File: src/rtl/if_id_buf_pkg.sv
// Shared widths, chip-enable levels and buffer defaults for the fetch/decode buffer.
package if_id_buf_pkg;

  localparam int          InstAddrBus = 32;
  localparam int          InstBus     = 32;
  localparam logic        ChipEnable  = 1'b1;
  localparam logic        ChipDisable = 1'b0;
  localparam logic [31:0] ZeroWord    = 32'h0000_0000;
  localparam int          IfBufDepth  = 4;

  typedef struct packed {
    logic [InstAddrBus-1:0] pc;
    logic [InstBus-1:0]     inst;
  } if_entry_t;

endpackage

File: src/rtl/if_id_buf_sync_fifo.sv
// Synchronous FIFO with flush; push into a full FIFO is accepted only alongside a pop.
module sync_fifo #(
  parameter int width = 64,
  parameter int depth = 4
) (
  input  logic                     clk,
  input  logic                     rst,
  input  logic                     push,
  input  logic                     pop,
  input  logic                     flush,
  input  logic [width-1:0]         din,
  output logic [width-1:0]         dout,
  output logic                     full,
  output logic                     empty,
  output logic [$clog2(depth):0]   count
);

  localparam int AW = $clog2(depth);

  logic [width-1:0] r_mem [depth];
  logic [AW-1:0]    r_wr_ptr;
  logic [AW-1:0]    r_rd_ptr;
  logic [AW:0]      r_count;
  logic             w_do_push;
  logic             w_do_pop;

  assign empty     = (r_count == '0);
  assign full      = (r_count == (AW+1)'(depth));
  assign w_do_pop  = pop && !empty;
  assign w_do_push = push && (!full || w_do_pop);
  assign count     = r_count;
  assign dout      = r_mem[r_rd_ptr];

  always_ff @(posedge clk) begin
    if (rst || flush) begin
      r_wr_ptr <= '0;
      r_rd_ptr <= '0;
      r_count  <= '0;
    end else begin
      if (w_do_push) r_wr_ptr <= r_wr_ptr + 1'b1;
      if (w_do_pop)  r_rd_ptr <= r_rd_ptr + 1'b1;
      case ({w_do_push, w_do_pop})
        2'b10:   r_count <= r_count + 1'b1;
        2'b01:   r_count <= r_count - 1'b1;
        default: r_count <= r_count;
      endcase
    end
  end

  // Storage is not reset; when full, the write slot equals the head being popped.
  always_ff @(posedge clk) begin
    if (!rst && !flush && w_do_push) r_mem[r_wr_ptr] <= din;
  end

endmodule

File: src/rtl/if_id_buf.sv
// Fetch-to-decode buffer: captures the ROM address/data pair and queues it for decode.
module if_id_buf
  import if_id_buf_pkg::*;
#(
  parameter int DEPTH = IfBufDepth
) (
  input  logic                   clk,
  input  logic                   rst,
  input  logic [InstAddrBus-1:0] pc_i,
  input  logic                   ce_i,
  input  logic [InstBus-1:0]     inst_i,
  input  logic                   flush_i,
  input  logic                   id_ready_i,
  output logic                   id_valid_o,
  output logic [InstAddrBus-1:0] id_pc_o,
  output logic [InstBus-1:0]     id_inst_o,
  output logic                   stall_req_o,
  output logic                   ovf_o
);

  localparam int CW = $clog2(DEPTH) + 1;

  logic [InstAddrBus-1:0] r_pc_d;
  logic                   r_vld_d;
  logic                   r_ovf;
  logic                   w_push;
  logic                   w_pop;
  logic                   w_full;
  logic                   w_empty;
  logic [CW-1:0]          w_count;
  if_entry_t              w_head;
  if_entry_t              w_tail;

  assign w_push = r_vld_d && !flush_i;
  assign w_pop  = !w_empty && id_ready_i;
  assign w_tail = '{pc: r_pc_d, inst: inst_i};

  sync_fifo #(
    .width ($bits(if_entry_t)),
    .depth (DEPTH)
  ) u_fifo (
    .clk   (clk),
    .rst   (rst),
    .push  (w_push),
    .pop   (w_pop),
    .flush (flush_i),
    .din   (w_tail),
    .dout  (w_head),
    .full  (w_full),
    .empty (w_empty),
    .count (w_count)
  );

  always_ff @(posedge clk) begin
    if (rst) begin
      r_pc_d  <= ZeroWord;
      r_vld_d <= ChipDisable;
      r_ovf   <= 1'b0;
    end else begin
      r_pc_d  <= pc_i;
      r_vld_d <= flush_i ? ChipDisable : (ce_i == ChipEnable);
      if (w_push && w_full && !w_pop) r_ovf <= 1'b1;
    end
  end

  // Threshold leaves room for the two fetches already between pc stage and FIFO.
  assign stall_req_o = (w_count >= CW'(DEPTH - 2));
  assign id_valid_o  = !w_empty;
  assign id_pc_o     = w_empty ? ZeroWord : w_head.pc;
  assign id_inst_o   = w_empty ? ZeroWord : w_head.inst;
  assign ovf_o       = r_ovf;

endmodule

File: config.mk
export PLATFORM = sky130hd
export DESIGN_NAME = if_id_buf
export DESIGN_NICKNAME = d
export VERILOG_FILES = /design/src/rtl/if_id_buf_pkg.sv /design/src/rtl/if_id_buf_sync_fifo.sv /design/src/rtl/if_id_buf.sv
export SDC_FILE = /design/constraint.sdc
export NUM_CORES = 1
export LEC_CHECK = 0
export BUFFER_PORTS_ARGS = -buffer_cell sky130_fd_sc_hd__buf_2
export CAP_MARGIN = 10
export CORE_MARGIN = 1.5
export CORE_UTILIZATION = 50
export DETAILED_ROUTE_END_ITERATION = 10
export GPL_ROUTABILITY_DRIVEN = 0
export GPL_TIMING_DRIVEN = 1
export HOLD_SLACK_MARGIN = 0.05
export MAX_ROUTING_LAYER = met4
export PLACE_DENSITY_LB_ADDON = 0.3
export SYNTH_ARGS = -nofsm -noshare
export SYNTH_HDL_FRONTEND = slang
export SYNTH_SLANG_ARGS = --single-unit
export TNS_END_PERCENT = 30
File: constraint.sdc
create_clock -name clk -period 7.1 [get_ports clk]
set_input_delay 1.42 -clock clk [delete_from_list [all_inputs] [get_ports clk]]
set_output_delay 1.42 -clock clk [all_outputs]
set_load 0.02 [all_outputs]
==> results of run 1 <==
==> state kept, by name, summed over array words and instances (netlist names), named ones only <==
| name | cells |
|---|---|
| u_fifo.r_mem | 256 |
| r_pc_d | 32 |
| u_fifo.count | 3 |
| u_fifo.r_rd_ptr | 2 |
| u_fifo.r_wr_ptr | 2 |
| ovf_o | 1 |
| r_vld_d | 1 |
==> routing by layer <==
layer / share of wire (%) / up-vias
met1: 43 / 2745
met2: 50 / 173
met5: 0 / -
li1: - / 2397
met3: 5.1 / 40
met4: 2.5 / 0
==> cell families (layout without fill, tap and decap cells) <==
kind of cell,after synthesis,after routing,synth area share (%)
other cells,0,1,0
fa+ha+maj,5,5,0.6285
xor+xnor,4,4,0.3143
flops,299,299,76.68
buf+inv,33,197,1.807
simple gates,123,123,6.846
compound gates,11,11,0.6621
mux,65,65,13.06
==> area by class of cell <==
type,instances,area [um2]
fillers,1606,8726
clock inverters,16,229.0
clock buffers,40,849.6
diodes,1,2.502
repair buffers,136,683.2
well taps,280,350.3
flip-flops and latches,299,8556
inverters,5,18.77
multi-input cells,208,2409
==> power by group through the flow <==
stage                     clock [mW]  combinational (mW)  sequential (mW)
after floorplan                    0              0.0259             1.96
after global placement             0              0.0567             1.96
after detailed placement           0              0.0596             1.97
after CTS                       1.70              0.0599             1.93
after global routing            1.77              0.0650             1.93
final                           1.68              0.0588             1.93
==> worst paths after layout <==
kind                    from                  end  slack (ns)  cells past startpoint
max                 register         id_inst_o[8]        2.66                      4
min               r_pc_d[26]  u_fifo.r_mem[1][58]        0.48                      0
max reg2reg  u_fifo.count[1]      u_fifo.count[2]        4.21                      6
min reg2reg       r_pc_d[26]  u_fifo.r_mem[1][58]        0.48                      0
==> cells in the mapped netlist <==
| library cell | instances | area [um2] |
|---|---|---|
| nand3_1 | 3 | 15.01 |
| o21ai_0 | 1 | 5.000 |
| a21oi_1 | 3 | 15.01 |
| nor2_1 | 7 | 26.28 |
| nand2_1 | 2 | 7.510 |
| nor2b_1 | 32 | 200.2 |
| buf_1 | 1 | 3.750 |
| mux2_4 | 1 | 15.01 |
| nor4_1 | 1 | 6.260 |
| buf_2 | 8 | 40.04 |
| mux4_2 | 64 | 1441 |
| dfxtp_1 | 43 | 860.8 |
| ha_1 | 4 | 50.05 |
| xor2_1 | 2 | 17.52 |
| or3_1 | 2 | 12.51 |
| o31ai_1 | 3 | 22.52 |
| and3_1 | 1 | 6.260 |
| nor3_1 | 1 | 5.000 |
| edfxtp_1 | 256 | 7687 |
| nand2b_4 | 1 | 13.76 |
| or2_2 | 2 | 12.51 |
| o21ai_1 | 1 | 5.000 |
| nor4b_2 | 1 | 15.01 |
| fa_1 | 1 | 20.02 |
| o2111ai_1 | 2 | 17.52 |
| o31a_1 | 1 | 8.760 |
| xnor2_1 | 2 | 17.52 |
| buf_6 | 9 | 101.4 |
| or3_4 | 1 | 11.26 |
| and2_1 | 69 | 431.7 |
| inv_1 | 5 | 18.77 |
| clkbuf_1 | 10 | 37.54 |
==> per-stage QoR <==
step           util [%]  area [um2]  setup WS (ns)
2_1_floorplan         -       11150          3.196
3_3_place_gp      55.06       12020          3.142
3_5_place_dp      55.06       12020          3.095
4_1_cts           60.00       13100          2.514
5_1_grt           60.00       13100          2.410
6_report          60.02       13100          2.656
==> critical path, stage by stage, from the launching register on <==
cell     delay, ns
dfxtp_4       0.81
buf_4         0.71
mux4_2        0.60
and2_1        0.19
buf_2         0.16
==> run_results.csv, run 1 <==
group,metric,value,unit
logic_synthesis,ys_ff_latch,299,
logic_synthesis,avgSynthCellArea,20.64,um2
clock_tree,htreeDepth,1,
finish,final_common_cell,"edfxtp_1",
global_routing,grt_max_degree,69,
global_routing,use_met1,23.79,%
timing,finalSetupTns,0,ns
logic_synthesis,synth.yosys.seq_area_share,76.68,%
power_and_ir_drop,p_int,2.999,mW
power_and_ir_drop,p_comb_share,1.6,%
timing,maxSlewHeadroom,30.36,%
power_and_ir_drop,switching_share,18.21,%
place,hpwl,10.93,mm
clock_tree,clock_latency,0.54,ns
floorplan,die_y,152.3,um
power_and_ir_drop,power,3.667,mW
clock_tree,clkTransAtPathRegs,0.06,ns
timing,post-route-period-util,62.59,%
clock_tree,clockBufferDepth,3,
timing,maxSlewViolCount,0,
global_routing,grt_first_pass_wirelength,32.26,mm
critical_path,critPathCaptureType,"output pin",
detailed_routing,vias,5355,
power_and_ir_drop,irDropWorstVdd,0.0002060,V
global_routing,antenna_found_initial,0,
power_and_ir_drop,p_clk_share,45.8,%
floorplan,dieArea,23200,um2
clock_tree,cts_made_buffers,30,
floorplan,fp.dieW,152.3,um
power_and_ir_drop,pwr_density_cell,280.0,nW/um2
detailed_routing,vias_per_cell,5.437,
timing,finalSetupViolCount,0,
floorplan,start_util,51.08,%
detailed_routing,drt_iter0_drc,410,
hold_path,hp-class,"register to register",
global_routing,met3_usage,2.844,%
clock_tree,clock_sinks,299,
finish,area_growth,17.49,%
global_routing,grt_usage,18.48,%
logic_synthesis,netlist_area,11150,um2
critical_path,critPathKind,"register to output pin",
place,placedCellCount,928,
logic_synthesis,synth_cell_types,32,
finish,layout-drive-gt1-share,36.93,%
clock_tree,tritoncts,"built",
global_routing,met2_usage,30.98,%
timing,fin_crit,4.444,ns
global_routing,grt_busiest_layer,"met2",
clock_tree,cts-hold-fix-buffers,0,
critical_path,start_kind,"register",
run,drv_cap,0,
logic_synthesis,yosys_warnings,0,
timing,max_clock_freq,225.0,MHz
floorplan,fp-row-count,54,
place,port_buffers,135,
finish,fin_nets,754,
logic_synthesis,syn_inst,540,
logic_synthesis,syn_nets,614,
global_routing,first_global_vias,5869,
detailed_routing,first_pass_iters,4,
detailed_routing,drc,0,
power_and_ir_drop,p_seq_share,52.6,%
clock_tree,ctsRootBufferMaster,"clkbuf_16",
floorplan,core_area,21820,um2
clock_tree,post_cts_buffers,0,
detailed_routing,routed_wl,20.44,mm
timing,holdWs,0.4770,ns
global_routing,grt-ovfl-total,0,
critical_path,cp.required,5.68,ns
finish,layout_common_cells,"edfxtp_1 (256), buf_2 (135), and2_1 (65), mux4_2 (64), dfxtp_1 (41)",
timing,rsz0062_at_grt,"no",
clock_tree,cts_resized,0,
finish,fin_cells,985,
floorplan,pin_count,136,
timing,skew,0.008844,ns
critical_path,cp_data_arrival_time,3.02,ns
detailed_routing,antenna_left,0,
critical_path,crit_fanout,33,
detailed_routing,routedWlPerCell,20.76,um
timing,hold_violations,0,
power_and_ir_drop,p_switching,0.6679,mW
power_and_ir_drop,p_leak,4.552,nW
timing,worst_pin_slew,1.045,ns
status,status,"finished clean",
(Power assumes the default switching activity.)
==> run 2, diff against run 1 <==
==> constraint.sdc (replaced) <==
create_clock -name clk -period 3.9 [get_ports clk]
set_input_delay 0.78 -clock clk [delete_from_list [all_inputs] [get_ports clk]]
set_output_delay 0.78 -clock clk [all_outputs]
set_load 0.02 [all_outputs]
==> run 2 against run 1 <==
  * Register-to-register slack got worse by 2.7 ns
  * Critical path depth did not move
  * Clock power rose by 62%
  * Sequential cell count did not move
  * Global-route usage fell by 0.081 points
  * Total power rose by 73%
  * Cell count rose by 0.51%
  * Core utilization fell by 0.16 points
  * Final area fell by 0.27%
==> run_results.csv, run 2 (synthesis results as in run 1) <==
group,metric,value,unit
status,status,"finished clean",
floorplan,die_y,152.3,um
critical_path,r2r_cells,6,
power_and_ir_drop,p_switching,1.192,mW
clock_tree,post_cts_buffers,0,
power_and_ir_drop,p_seq_share,55.3,%
global_routing,first_global_vias,5833,
critical_path,rr_endpoint,"u_fifo.count[2]",
timing,skew,0.01393,ns
timing,finalWorstSetupSlack,0.5629,ns
critical_path,critPathCapture,"id_inst_o[3]",
timing,finalSetupViolCount,0,
finish,final_area,13060,um2
timing,finalSetupTns,0,ns
floorplan,fp-row-count,54,
floorplan,fp.dieW,152.3,um
timing,maxSlewViolCount,0,
floorplan,start_util,51.08,%
timing,max_clock_freq,299.7,MHz
timing,holdWs,0.4302,ns
power_and_ir_drop,p_clk_share,43.0,%
detailed_routing,vias,5364,
finish,fin_nets,760,
detailed_routing,first_pass_iters,4,
clock_tree,ctsRootBufferMaster,"clkbuf_16",
critical_path,critPathCaptureType,"output pin",
floorplan,pin_count,136,
detailed_routing,vias_per_cell,5.418,
critical_path,regToRegStartpoint,"u_fifo.count[1]",
global_routing,antenna_found_initial,2,
power_and_ir_drop,irDropWorstVdd,0.0003023,V
critical_path,cp_data_arrival_time,2.56,ns
critical_path,critPathKind,"register to output pin",
clock_tree,clockBufferDepth,3,
floorplan,core_area,21820,um2
critical_path,start_kind,"register",
detailed_routing,wl_met1,8.724,mm
place,place_ws,1.003,ns
power_and_ir_drop,p_leak,4.538,nW
critical_path,cp.required,3.12,ns
timing,rsz0062_at_grt,"no",
power_and_ir_drop,pwr_density_cell,486.2,nW/um2
critical_path,crit_fanout,28,
timing,worst_pin_slew,0.9735,ns
global_routing,grt_max_degree,65,
place,hpwl,11.98,mm
place,placedCellCount,935,
timing,hold_violations,0,
finish,layout_common_cells,"edfxtp_1 (256), buf_2 (135), and2_1 (65), mux4_2 (64), dfxtp_1 (41)",
detailed_routing,route.met2.wl,10.24,mm
critical_path,rrSetupSlack,1.48,ns
timing,post-route-period-util,85.57,%
detailed_routing,route.top_layer_used,"met4",
global_routing,grt_first_pass_wirelength,32.37,mm
floorplan,dieArea,23200,um2
clock_tree,cts_resized,0,
detailed_routing,routed_wl,20.35,mm
power_and_ir_drop,power,6.351,mW
clock_tree,tritoncts,"built",
clock_tree,clock_latency,0.54,ns
place,dpl_cell_area,12120,um2
global_routing,grt_usage,18.40,%
detailed_routing,routedWlPerCell,20.56,um
power_and_ir_drop,p_comb_share,1.7,%
clock_tree,cts_made_buffers,29,
place,port_buffers,135,
clock_tree,htreeDepth,1,
finish,fin_cells,990,
detailed_routing,antenna_left,0,
timing,fin_crit,3.337,ns
detailed_routing,route.met3.wl,983,um
clock_tree,cts-hold-fix-buffers,0,
hold_path,hp-class,"primary input to register",
finish,layout-drive-gt1-share,37.01,%
clock_tree,clkTransAtPathRegs,0.06,ns
power_and_ir_drop,switching_share,18.76,%
clock_tree,clock_sinks,299,
finish,largest_register_ff_count,256,
finish,area_growth,17.17,%
finish,final_util,59.86,%
finish,largest_register,"u_fifo.r_mem",
timing,maxSlewHeadroom,35.10,%
detailed_routing,drc,0,
power_and_ir_drop,p_int,5.159,mW
run,drv_cap,0,
detailed_routing,drt_iter0_drc,328,
global_routing,grt-ovfl-total,0,
finish,final_common_cell,"edfxtp_1",
run 2: changes by cell type in the layout (fill, tap and decap cells not counted), sizes merged:
cell      change
buf           +7
bufinv        -3
clkbuf        -2
clkinv        +2
clkinvlp      -1
diode         +1
inv           +1
run 2: how the worst min path moves through the flow:
| stage | cells past startpoint | endpoint | slack (ns) | start |
|---|---|---|---|---|
| 2_1_floorplan | 0 | u_fifo.r_mem[0][32] | 0.44 | r_pc_d[0] |
| 3_3_place_gp | 0 | u_fifo.r_mem[3][42] | 0.45 | r_pc_d[10] |
| 3_5_place_dp | 0 | u_fifo.r_mem[2][55] | 0.47 | r_pc_d[23] |
| 4_1_cts | 2 | r_vld_d | 0.41 | ce_i |
| 5_1_grt | 2 | r_pc_d[19] | 0.43 | pc_i[19] |
| 6_report | 2 | r_vld_d | 0.43 | ce_i |
run 2: power groups by stage:
stage / sequential, mW / clock (mW) / combinational (mW)
floorplan: 3.58 / 0 / 0.0471
global placement: 3.58 / 0 / 0.106
detailed placement: 3.58 / 0 / 0.110
CTS: 3.51 / 2.78 / 0.111
global route: 3.51 / 2.90 / 0.120
finish: 3.51 / 2.73 / 0.109
run 2: area by class of cell:
| class | instances | area [um2] |
|---|---|---|
| fill | 1622 | 8761 |
| sequential | 299 | 8556 |
| multi-input combinational | 208 | 2409 |
| clock buffer | 38 | 789.5 |
| timing repair buffer | 143 | 785.8 |
| tap | 280 | 350.3 |
| clock inverter | 15 | 148.9 |
| inverter | 5 | 18.77 |
| antenna | 2 | 5.005 |
run 2: per-layer routing:
layer  vias to the layer above  global-route usage [%]
met2                       155                   31.09
met4                         0                   4.854
met1                      2769                   23.20
met5                         -                       -
met3                        33                   3.185
li1                       2407                       -
run 2: worst max-delay path, cell delays in order (launching register included):
cell,delay [ns]
dfxtp_4,0.52
buf_4,0.55
mux4_2,0.57
and2_1,0.19
buf_2,0.16
==> run 3, diff against run 2 <==
--- a/config.mk
+++ b/config.mk
@@ -13,7 +13,6 @@
 export GPL_ROUTABILITY_DRIVEN = 0
 export GPL_TIMING_DRIVEN = 1
 export HOLD_SLACK_MARGIN = 0.05
-export MAX_ROUTING_LAYER = met4
 export PLACE_DENSITY_LB_ADDON = 0.3
 export SYNTH_ARGS = -nofsm -noshare
 export SYNTH_HDL_FRONTEND = slang
==> run 3 against run 2 <==
  * Setup slack worse by 0.0017 ns
  * Final area about the same
  * Core utilization about the same
  * Combinational power about the same
  * Worst hold slack worse by 0.0042 ns
  * Critical path type unchanged
==> run_results.csv, run 3 (synthesis results as in run 1) <==
group,metric,value,unit
detailed_routing,first_pass_iters,4,
global_routing,grt_first_pass_wirelength,32.37,mm
finish,largest_register,"u_fifo.r_mem",
detailed_routing,vias,5345,
detailed_routing,vias_per_cell,5.404,
power_and_ir_drop,irDropWorstVdd,0.0003023,V
timing,finalSetupTns,0,ns
floorplan,dieArea,23200,um2
run,drv_cap,0,
timing,skew,0.01627,ns
clock_tree,clkTransAtPathRegs,0.07,ns
finish,largest_register_ff_count,256,
floorplan,pin_count,136,
global_routing,first_global_vias,5829,
detailed_routing,drt_iter0_drc,323,
timing,fin_crit,3.339,ns
critical_path,cp_data_arrival_time,2.56,ns
timing,rsz0062_at_grt,"no",
power_and_ir_drop,power,6.354,mW
finish,fin_nets,760,
finish,final_common_cell,"edfxtp_1",
critical_path,start_kind,"register",
global_routing,grt_max_degree,65,
critical_path,critPathKind,"register to output pin",
clock_tree,post_cts_buffers,0,
global_routing,grt-ovfl-total,0,
timing,maxSlewHeadroom,35.59,%
finish,fin_cells,989,
detailed_routing,routedWlPerCell,20.63,um
floorplan,die_y,152.3,um
timing,max_clock_freq,299.5,MHz
clock_tree,cts-hold-fix-buffers,0,
place,port_buffers,135,
detailed_routing,drc,0,
finish,layout_common_cells,"edfxtp_1 (256), buf_2 (135), and2_1 (65), mux4_2 (64), dfxtp_1 (41)",
clock_tree,htreeDepth,1,
clock_tree,clockBufferDepth,3,
clock_tree,clock_latency,0.55,ns
critical_path,critPathCaptureType,"output pin",
critical_path,cp.required,3.12,ns
hold_path,hp-class,"primary input to register",
finish,final_util,59.84,%
global_routing,antenna_found_initial,2,
finish,area_growth,17.15,%
power_and_ir_drop,p_leak,4.538,nW
clock_tree,tritoncts,"built",
timing,holdWs,0.4260,ns
critical_path,crit_fanout,28,
clock_tree,cts_resized,0,
clock_tree,clock_sinks,299,
finish,layout-drive-gt1-share,37.01,%
timing,post-route-period-util,85.61,%
floorplan,start_util,51.08,%
detailed_routing,antenna_left,0,
floorplan,fp.dieW,152.3,um
floorplan,fp-row-count,54,
clock_tree,ctsRootBufferMaster,"clkbuf_16",
timing,maxSlewViolCount,0,
place,hpwl,11.98,mm
place,placedCellCount,935,
timing,worst_pin_slew,0.9661,ns
status,status,"finished clean",
floorplan,core_area,21820,um2
power_and_ir_drop,pwr_density_cell,486.5,nW/um2
global_routing,grt_usage,17.83,%
timing,hold_violations,0,
detailed_routing,routed_wl,20.40,mm
timing,finalSetupViolCount,0,
clock_tree,cts_made_buffers,29,
-- run 3: cell count changes in the layout (fill, tap and decap cells not counted) --
cell,previous run,this run
diode_2,2,1
-- run 3: final cells by class --
class / count / area [um2]
Sequential cell: 299 / 8556
Timing Repair Buffer: 143 / 785.8
Tap cell: 280 / 350.3
Clock inverter: 15 / 148.9
Multi-Input combinational cell: 208 / 2409
Inverter: 5 / 18.77
Antenna cell: 1 / 2.502
Fill cell: 1622 / 8763
Clock buffer: 38 / 789.5
-- run 3: power by group --
group | internal (mW) | switching (mW) | total, mW
clock | 1.62 | 1.12 | 2.73
sequential | 3.49 | 0.0197 | 3.51
combinational | 0.0506 | 0.0585 | 0.109
total | 5.16 | 1.19 | 6.35
-- run 3: worst max-delay path, cell delays in order, from the launching register on --
cell and delay [ns]:
dfxtp_4 0.52, buf_4 0.55, mux4_2 0.57, and2_1 0.19, buf_2 0.16
-- run 3: final timing paths --
check / slack, ns / cells past startpoint / from / end
setup reg to reg: 1.47 / 6 / u_fifo.count[1] / u_fifo.count[2]
setup / recovery: 0.56 / 4 / register / id_inst_o[3]
hold reg to reg: 0.48 / 0 / r_pc_d[8] / u_fifo.r_mem[3][40]
hold / removal: 0.43 / 2 / ce_i / r_vld_d
-- run 3: through the flow --
step	instance area, um2	worst slack (ns)
after floorplan	11150	0.6359
after global placement	12120	1.092
after detailed placement	12120	1.003
after CTS	13060	0.4801
after global routing	13060	0.3865
final	13060	0.5612
-- run 3: layer usage --
metal  part of all wire (%)  vias to the layer above  GRT usage, %
met2                     50                      147         31.07
met3                    4.9                       35         3.299
met4                    2.0                        2         4.854
li1                       -                     2403             -
met5                  0.034                        -             0
met1                     43                     2758         23.12
